### src/rtl/cook_timer_sequencer_if.sv
// Keypad/timer bundle between the microwave front panel datapath and the cook timer sequencer.
// The master side drives the keypad, buttons, door and 1 Hz inputs; the slave side returns time digits and status.
interface cook_timer_sequencer_if;
  logic [3:0] D;
  logic       loadn;
  logic       startn;
  logic       stopn;
  logic       door_closed;
  logic       pgt_1Hz;
  logic       enablen;
  logic [3:0] min_tens;
  logic [3:0] min_ones;
  logic [3:0] sec_tens;
  logic [3:0] sec_ones;
  logic       magnetron_on;
  logic       done;
  logic [2:0] state;

  modport master (
    output D, loadn, startn, stopn, door_closed, pgt_1Hz,
    input  enablen, min_tens, min_ones, sec_tens, sec_ones, magnetron_on, done, state
  );

  modport slave (
    input  D, loadn, startn, stopn, door_closed, pgt_1Hz,
    output enablen, min_tens, min_ones, sec_tens, sec_ones, magnetron_on, done, state
  );
endinterface

### src/rtl/cook_timer_sequencer.sv
// Microwave cook timer: shifts keypad digits into an MM:SS BCD register, counts it down at 1 Hz
// while heating, and handles pause, door open, stop/clear and the timed completion indication.
module cook_timer_sequencer #(
  parameter int DONE_SECONDS = 3
) (
  input  logic                     clock_100Hz,
  input  logic                     clearn,
  cook_timer_sequencer_if.slave    bus
);

  typedef enum logic [2:0] {
    IDLE  = 3'd0,
    ENTRY = 3'd1,
    RUN   = 3'd2,
    PAUSE = 3'd3,
    DONE  = 3'd4
  } state_t;

  localparam int CW = $clog2(DONE_SECONDS + 1);
  localparam logic [CW-1:0] DONE_LAST = CW'(DONE_SECONDS - 1);

  state_t        state_reg, state_next;
  logic [3:0]    mt_reg, mo_reg, st_reg, so_reg;
  logic [3:0]    mt_next, mo_next, st_next, so_next;
  logic [CW-1:0] cnt_reg, cnt_next;
  logic          loadn_q, startn_q, stopn_q, tick_q;
  logic          magnetron_on_reg, done_reg, enablen_reg;

  logic key_ev, start_ev, stop_ev, tick_ev;
  logic time_zero, dec_zero;
  logic b0, b1, b2;
  logic [3:0] dec_mt, dec_mo, dec_st, dec_so;

  assign key_ev   = loadn_q & ~bus.loadn;
  assign start_ev = startn_q & ~bus.startn;
  assign stop_ev  = stopn_q & ~bus.stopn;
  assign tick_ev  = ~tick_q & bus.pgt_1Hz;

  assign time_zero = (mt_reg == 4'd0) && (mo_reg == 4'd0) && (st_reg == 4'd0) && (so_reg == 4'd0);

  // Borrow chain; seconds tens wraps to 5 so entries like 0:90 fall naturally into 0:59.
  assign b0     = (so_reg == 4'd0);
  assign b1     = b0 && (st_reg == 4'd0);
  assign b2     = b1 && (mo_reg == 4'd0);
  assign dec_so = b0 ? 4'd9 : so_reg - 4'd1;
  assign dec_st = b0 ? ((st_reg == 4'd0) ? 4'd5 : st_reg - 4'd1) : st_reg;
  assign dec_mo = b1 ? ((mo_reg == 4'd0) ? 4'd9 : mo_reg - 4'd1) : mo_reg;
  assign dec_mt = b2 ? mt_reg - 4'd1 : mt_reg;
  assign dec_zero = (dec_mt == 4'd0) && (dec_mo == 4'd0) && (dec_st == 4'd0) && (dec_so == 4'd0);

  always_comb begin
    state_next = state_reg;
    mt_next    = mt_reg;
    mo_next    = mo_reg;
    st_next    = st_reg;
    so_next    = so_reg;
    cnt_next   = cnt_reg;
    // Each branch is an if/else chain so only the highest-priority event acts in a cycle.
    case (state_reg)
      IDLE, ENTRY: begin
        if (stop_ev) begin
          state_next = IDLE;
          mt_next = 4'd0; mo_next = 4'd0; st_next = 4'd0; so_next = 4'd0;
        end else if (start_ev && bus.door_closed && !time_zero) begin
          state_next = RUN;
        end else if (key_ev && (bus.D <= 4'd9)) begin
          state_next = ENTRY;
          mt_next = mo_reg;
          mo_next = st_reg;
          st_next = so_reg;
          so_next = bus.D;
        end
      end
      RUN: begin
        if (stop_ev || !bus.door_closed) begin
          state_next = PAUSE;
        end else if (tick_ev && !time_zero) begin
          mt_next = dec_mt;
          mo_next = dec_mo;
          st_next = dec_st;
          so_next = dec_so;
          if (dec_zero) begin
            state_next = DONE;
            cnt_next   = '0;
          end
        end
      end
      PAUSE: begin
        if (stop_ev) begin
          state_next = IDLE;
          mt_next = 4'd0; mo_next = 4'd0; st_next = 4'd0; so_next = 4'd0;
        end else if (start_ev && bus.door_closed) begin
          state_next = RUN;
        end
      end
      DONE: begin
        if (stop_ev) begin
          state_next = IDLE;
          cnt_next   = '0;
        end else if (tick_ev) begin
          if (cnt_reg == DONE_LAST) begin
            state_next = IDLE;
            cnt_next   = '0;
          end else begin
            cnt_next = cnt_reg + CW'(1);
          end
        end
      end
      default: begin
        state_next = IDLE;
        mt_next = 4'd0; mo_next = 4'd0; st_next = 4'd0; so_next = 4'd0;
        cnt_next = '0;
      end
    endcase
  end

  always_ff @(posedge clock_100Hz or negedge clearn) begin
    if (!clearn) begin
      state_reg        <= IDLE;
      mt_reg           <= 4'd0;
      mo_reg           <= 4'd0;
      st_reg           <= 4'd0;
      so_reg           <= 4'd0;
      cnt_reg          <= '0;
      loadn_q          <= 1'b1;
      startn_q         <= 1'b1;
      stopn_q          <= 1'b1;
      tick_q           <= 1'b0;
      magnetron_on_reg <= 1'b0;
      done_reg         <= 1'b0;
      enablen_reg      <= 1'b0;
    end else begin
      state_reg        <= state_next;
      mt_reg           <= mt_next;
      mo_reg           <= mo_next;
      st_reg           <= st_next;
      so_reg           <= so_next;
      cnt_reg          <= cnt_next;
      loadn_q          <= bus.loadn;
      startn_q         <= bus.startn;
      stopn_q          <= bus.stopn;
      tick_q           <= bus.pgt_1Hz;
      // Status flags follow the new state on the same edge.
      magnetron_on_reg <= (state_next == RUN);
      done_reg         <= (state_next == DONE);
      enablen_reg      <= !((state_next == IDLE) || (state_next == ENTRY));
    end
  end

  assign bus.state        = state_reg;
  assign bus.min_tens     = mt_reg;
  assign bus.min_ones     = mo_reg;
  assign bus.sec_tens     = st_reg;
  assign bus.sec_ones     = so_reg;
  assign bus.magnetron_on = magnetron_on_reg;
  assign bus.done         = done_reg;
  assign bus.enablen      = enablen_reg;

endmodule

### src/flat_wrapper.sv
// flat-port wrapper written by rule: the top's interface ports become plain ports
module cook_timer_sequencer_flat 
#(
  parameter int DONE_SECONDS = 3
)
  (clock_100Hz, clearn, bus_D, bus_loadn, bus_startn, bus_stopn, bus_door_closed, bus_pgt_1Hz, bus_enablen, bus_min_tens, bus_min_ones, bus_sec_tens, bus_sec_ones, bus_magnetron_on, bus_done, bus_state);
  cook_timer_sequencer_if bus_i ();
  input  logic clock_100Hz;
  input  logic clearn;
  input wire logic [$bits(bus_i.D)-1:0] bus_D;
  input wire logic [$bits(bus_i.loadn)-1:0] bus_loadn;
  input wire logic [$bits(bus_i.startn)-1:0] bus_startn;
  input wire logic [$bits(bus_i.stopn)-1:0] bus_stopn;
  input wire logic [$bits(bus_i.door_closed)-1:0] bus_door_closed;
  input wire logic [$bits(bus_i.pgt_1Hz)-1:0] bus_pgt_1Hz;
  output wire logic [$bits(bus_i.enablen)-1:0] bus_enablen;
  output wire logic [$bits(bus_i.min_tens)-1:0] bus_min_tens;
  output wire logic [$bits(bus_i.min_ones)-1:0] bus_min_ones;
  output wire logic [$bits(bus_i.sec_tens)-1:0] bus_sec_tens;
  output wire logic [$bits(bus_i.sec_ones)-1:0] bus_sec_ones;
  output wire logic [$bits(bus_i.magnetron_on)-1:0] bus_magnetron_on;
  output wire logic [$bits(bus_i.done)-1:0] bus_done;
  output wire logic [$bits(bus_i.state)-1:0] bus_state;
  assign bus_i.D = bus_D;
  assign bus_i.loadn = bus_loadn;
  assign bus_i.startn = bus_startn;
  assign bus_i.stopn = bus_stopn;
  assign bus_i.door_closed = bus_door_closed;
  assign bus_i.pgt_1Hz = bus_pgt_1Hz;
  assign bus_enablen = bus_i.enablen;
  assign bus_min_tens = bus_i.min_tens;
  assign bus_min_ones = bus_i.min_ones;
  assign bus_sec_tens = bus_i.sec_tens;
  assign bus_sec_ones = bus_i.sec_ones;
  assign bus_magnetron_on = bus_i.magnetron_on;
  assign bus_done = bus_i.done;
  assign bus_state = bus_i.state;
  cook_timer_sequencer #(.DONE_SECONDS(DONE_SECONDS)) u_core (.clock_100Hz(clock_100Hz), .clearn(clearn), .bus(bus_i));
endmodule
### config.mk
export PLATFORM = sky130hd
export DESIGN_NAME = cook_timer_sequencer_flat
export DESIGN_NICKNAME = d
export VERILOG_FILES = /design/src/rtl/cook_timer_sequencer_if.sv /design/src/rtl/cook_timer_sequencer.sv /design/src/flat_wrapper.sv
export SDC_FILE = /design/constraint.sdc
export NUM_CORES = 1
export LEC_CHECK = 0
export BUFFER_PORTS_ARGS = -buffer_cell sky130_fd_sc_hd__buf_2
export CORE_ASPECT_RATIO = 0.8
export CORE_MARGIN = 2
export CORE_UTILIZATION = 40
export DETAILED_ROUTE_END_ITERATION = 8
export GPL_TIMING_DRIVEN = 0
export PLACE_DENSITY = 0.58
export SLEW_MARGIN = 0
export SYNTH_ARGS = -nofsm -noshare
export SYNTH_HDL_FRONTEND = slang
export SYNTH_SLANG_ARGS = --single-unit
### constraint.sdc
create_clock -name clock_100Hz -period 4.9 [get_ports clock_100Hz]
set_input_delay 0.98 -clock clock_100Hz [delete_from_list [all_inputs] [get_ports clock_100Hz]]
set_output_delay 0.98 -clock clock_100Hz [all_outputs]
set_load 0.05 [all_outputs]
=== Word-level counts from Yosys, hierarchy flattened ===
Index checks and enable logic that the tools add are counted.

* $add $sub $neg: 5
* $mul: 0
* Div/mod/pow operators: 0
* Order comparisons: 1
* Equal/unequal tests: 15
* Shifts and indexed selects: 0
* Muxes and demuxes: 50
* Bitwise operators: 10
* Reductions and logical operators: 31

{| class="wikitable"
|+ Operators with widths
! operator !! count
|-
| $mux 4 || 27
|-
| $pmux 4 s4 || 4
|-
| $mux 3 || 11
|-
| $logic_not 4->1 || 8
|-
| $sub 4x1->4 const B || 4
|-
| $logic_and 1x1->1 || 12
|-
| $mux 2 || 6
|-
| $pmux 3 s4 || 1
|-
| $eq 3x2->1 const B || 3
|-
| $eq 3x1->1 const B || 2
|-
| $eq 3x3->1 const B || 2
|-
| $logic_not 3->1 || 2
|-
| $ne 2x1->1 const B || 3
|-
| $ne 3x1->1 const B || 2
|-
| $not 1->1 || 6
|-
| $pmux 2 s3 || 1
|-
| $reduce_and 6->1 || 1
|-
| $reduce_and 5->1 || 1
|-
| $and 1x1->1 || 4
|-
| $le 4x4->1 const B || 1
|-
| $logic_not 1->1 || 3
|-
| $ne 3x2->1 const B || 1
|-
| $reduce_or 3->1 || 1
|-
| $add 2x1->2 const B || 1
|-
| 4 further kinds || 5
|}

* Register bits: 28
* Latch bits: 0
* Memory bits (writable): 0
* Bits in read-only memories: 0
* Bits of input ports: 11
* Memories kept: 0

=== Logic depth before layout (Yosys ltp) ===
* Word-level depth: 15
* Mapped depth: 8
* Mapped depth without buffers: 7

=== Worst setup path after synthesis ===
No wires, ideal clock.

* Path kind: input to register
* Start point: in bus_pgt_1Hz
* End point: reg u_core.so_reg[3], in the netlist u_core.bus.sec_ones[3]
* Arrival: 2.149 ns
* Required time: 4.778 ns
* Path slack: 2.628 ns
* Stages on the path: 6
* Buffers on the path: 1
* Cell sequence: nor2b_1 -> a311oi_1 -> a21oi_2 -> buf_2 -> o2111ai_1 -> o2bb2ai_1

* Cells in the longest elaborated chain, start to end: 4

{| class="wikitable"
|+ RTL lines
! what !! line !! source
|-
| from (decl) || flat_wrapper.sv:15 || <nowiki>input wire logic [$bits(bus_i.pgt_1Hz)-1:0] bus_pgt_1Hz;</nowiki>
|-
| $and 1x1->1 || cook_timer_sequencer.sv:37 || <nowiki>assign tick_ev = ~tick_q & bus.pgt_1Hz;</nowiki>
|-
| $logic_and 1x1->1 || cook_timer_sequencer.sv:77 || <nowiki>end else if (tick_ev && !time_zero) begin</nowiki>
|-
| $ne 2x1->1 (no source line) || - ||
|-
| $reduce_and 6->1 (no source line) || - ||
|-
| to (signal assigned) || cook_timer_sequencer.sv:137 || <nowiki>so_reg <= so_next;</nowiki>
|-
| to (decl) || cook_timer_sequencer.sv:23 || <nowiki>logic [3:0] mt_reg, mo_reg, st_reg, so_reg;</nowiki>
|}

No other way between the ends.
A chain may end at the register's enable or synchronous reset.

=== Final worst setup path ===
Same ends and word-level chain as after synthesis.

==> flow_summary_export.csv <==
group,metric,value,unit
placement,dp.cells,278,
routing,ant_nets,0,
yosys,synth_warnings,0,
power,p_switching,0.863,mW
min_path,hold_class,"reg2reg",
power,seqPwrFrac,0.257,
routing,drt_iter0_drc,235,
routing,dr.pass1.iters,4,
final_layout,post_layout_nonfiller_instances,282,
routing,viasPerCell,6.05,
status,outcome,"finished clean",
timing,fin_setup_tns,0,ns
min_path,hold_depth,1,
yosys,synth_top_area_cell,"dfrtp_1",
global_routing,grt_pass1_wl,8.20,mm
timing,worst_slew_pin_slew,0.647,ns
worst_setup_path,crit_type,"in2reg",
cts,root_buffer,"clkbuf_8",
timing,fin_crit,2.49,ns
cts,tritoncts,"built",
job,cap_violations,0,
cts,clk_latency,0.28,ns
global_routing,grt_usage,0.204,
cts,cts_buffers,3,
yosys,synth_top_area_share,0.350,
min_path,hp-start,"u_core.cnt_reg[0]",
yosys,synth.most_common_cell,"dfrtp_1",
worst_setup_path,r2r_start,"u_core.stopn_q",
yosys,synthFlopType,"dfrtp_1",
worst_setup_path,end_kind,"flop",
routing,wl,4.78,mm
timing,slew_violations,0,
final_layout,antennaDiodeCount,0,
worst_setup_path,worst-path-max-fanout,10,
yosys,synthTopCellsByArea,"dfrtp_1 35%, o2bb2ai_1 7.3%, dfstp_2 4.4%",
worst_setup_path,r2r_slack,2.81,ns
yosys,ys_types,46,
power,power.share.clock,0.093,
placement,place.port_buffers,32,
cts,ctsResizeCount,0,
yosys,synth_seq_area_share,0.394,
timing,setup_violations,0,
worst_setup_path,ff2ff_path_depth,6,
power,powerDensity,754,nW/um2
final_layout,fill_cells,416,
floorplanning,die-height,63.8,um
routing,drc,0,
power,p_total,1.57,mW
routing,wl_per_cell,16.9,um
power,p_leak,0.881,nW
yosys,syn-num-nets,202,
timing,min_period_over_period,0.508,
timing,hold_violations,0,
yosys,netlist_instances,189,
power,swShare,0.551,
placement,dp_hpwl,3.43,mm
floorplanning,dieArea,5030,um2
worst_setup_path,required,5.07,ns
timing,slew_headroom,0.566,
cts,htree_levels,1,
power,p_int,0.702,mW
global_routing,grt_max_degree,29,
timing,fmax,401,MHz
yosys,netlist_area,1790,um2
final_layout,area_growth,16.0,%
timing,rsz0062_at_grt,"no",
cts,clk_path_buf_depth,2,
floorplanning,dieWidth,78.8,um
timing,clock_skew,0.0106,ns
power,irDropWorstVdd,0.000300,V
yosys,synthTopCellsByCount,"25 x dfrtp_1, 15 x o2bb2ai_1, 13 x a21oi_1, 13 x nand2_1, 13 x nor2_1",
cts,postCtsHoldBufs,0,
global_routing,grt_pass1_vias,1651,
cts,path_clk_slew,0.10,ns
min_path,worst_hold_path.endpoint,"u_core.cnt_reg[0]",
yosys,syn_avg_cell_area,9.47,um2
yosys,synth-edff-count,0,
final_layout,nets,239,
cts,cts.sinks,28,
final_layout,drive_gt1_frac,0.271,
routing,vias,1707,
worst_setup_path,start_kind,"primary input",
global_routing,gr-total-overflow,0,
placement,gp_congestion,0.886,
floorplanning,start_util,0.423,
floorplanning,ios,33,
yosys,ys_seq_elements,28,
worst_setup_path,r2r_end,"u_core.bus.sec_ones[3]",
cts,cts_setup_buffers,0,
global_routing,antenna_found_initial,0,
worst_setup_path,arrival,2.66,ns
floorplanning,coreArea,4230,um2
power,p_comb_frac,0.650,
floorplanning,fp-row-count,21,
yosys,async_flop_share,1.00,
worst max-delay path: stages:
cell and delay [ns]:
buf_2 0.08, nor2b_1 0.43, a311oi_1 0.21, a21oi_2 0.33, buf_2 0.31, o2111ai_1 0.16
o2bb2ai_1 0.15
cells in the final DEF (no fill, tap or decap), types with 4 or more instances in the layout:
cell type	count
a21oi_1	13
a32oi_1	4
buf_2	41
clkbuf_8	4
dfrtp_1	25
inv_1	4
nand2_1	13
nand2b_1	4
nand3_1	4
nand4_1	12
nor2_1	13
nor4_1	7
o21ai_0	8
o2bb2ai_1	15
how the worst max path moves through the flow:
| stage | end | startpoint | cells after the start | slack, ns |
|---|---|---|---|---|
| after detailed placement | u_core.bus.sec_ones[3] | bus_pgt_1Hz | 7 | 2.15 |
| final | u_core.bus.sec_ones[3] | bus_pgt_1Hz | 7 | 2.41 |
| after CTS | u_core.bus.sec_ones[3] | bus_pgt_1Hz | 7 | 2.45 |
| after global routing | u_core.bus.sec_ones[3] | bus_pgt_1Hz | 7 | 2.31 |
| after global placement | u_core.bus.sec_ones[3] | bus_pgt_1Hz | 7 | 2.23 |
| after floorplan | u_core.bus.sec_ones[3] | bus_pgt_1Hz | 6 | 2.63 |
per-stage QoR:
step,hold WS (ns),setup slack [ns],instance area [um2],utilization
CTS,0.516,2.45,2080,0.491
floorplan,0.464,2.63,1790,-
detailed placement,0.499,2.15,2020,0.478
global route,0.560,2.31,2080,0.491
global placement,0.480,2.23,2020,0.478
finish,0.517,2.41,2080,0.491
cell type report:
cell class	count	area, um2	area share
Buffer	15	90.1	0.0434
Clock buffer	4	55.1	0.0265
Inverter	4	15.0	0.00723
Multi-Input combinational cell	142	980	0.472
Sequential cell	28	704	0.339
Tap cell	57	71.3	0.0344
Timing Repair Buffer	32	160	0.0772
metal layers:
metal	share of wire	track usage
met5	0	0
met4	0.0044	0.0373
met3	0.073	0.0438
met2	0.43	0.304
met1	0.49	0.307
power by group through the flow:
stage,clock [mW],sequential (mW),combinational [mW]
after CTS,0.149,0.400,1.01
after detailed placement,0,0.405,1.01
after global placement,0,0.402,1.01
after global routing,0.162,0.418,1.10
after floorplan,0,0.622,0.555
final,0.146,0.402,1.02
logic make-up after synthesis:
family / count (synthesis) / share of synthesized area
AO/OA/AOI/OAI: 59 / 0.235
XOR/XNOR: 1 / 0.00490
adder cells (fa/ha/maj): 2 / 0.0140
buffers and inverters: 19 / 0.0587
flip-flops: 28 / 0.394
multiplexers: 1 / 0.00839
AND/OR/NAND/NOR: 79 / 0.285
Note: power is estimated with default switching activity, not from simulation.
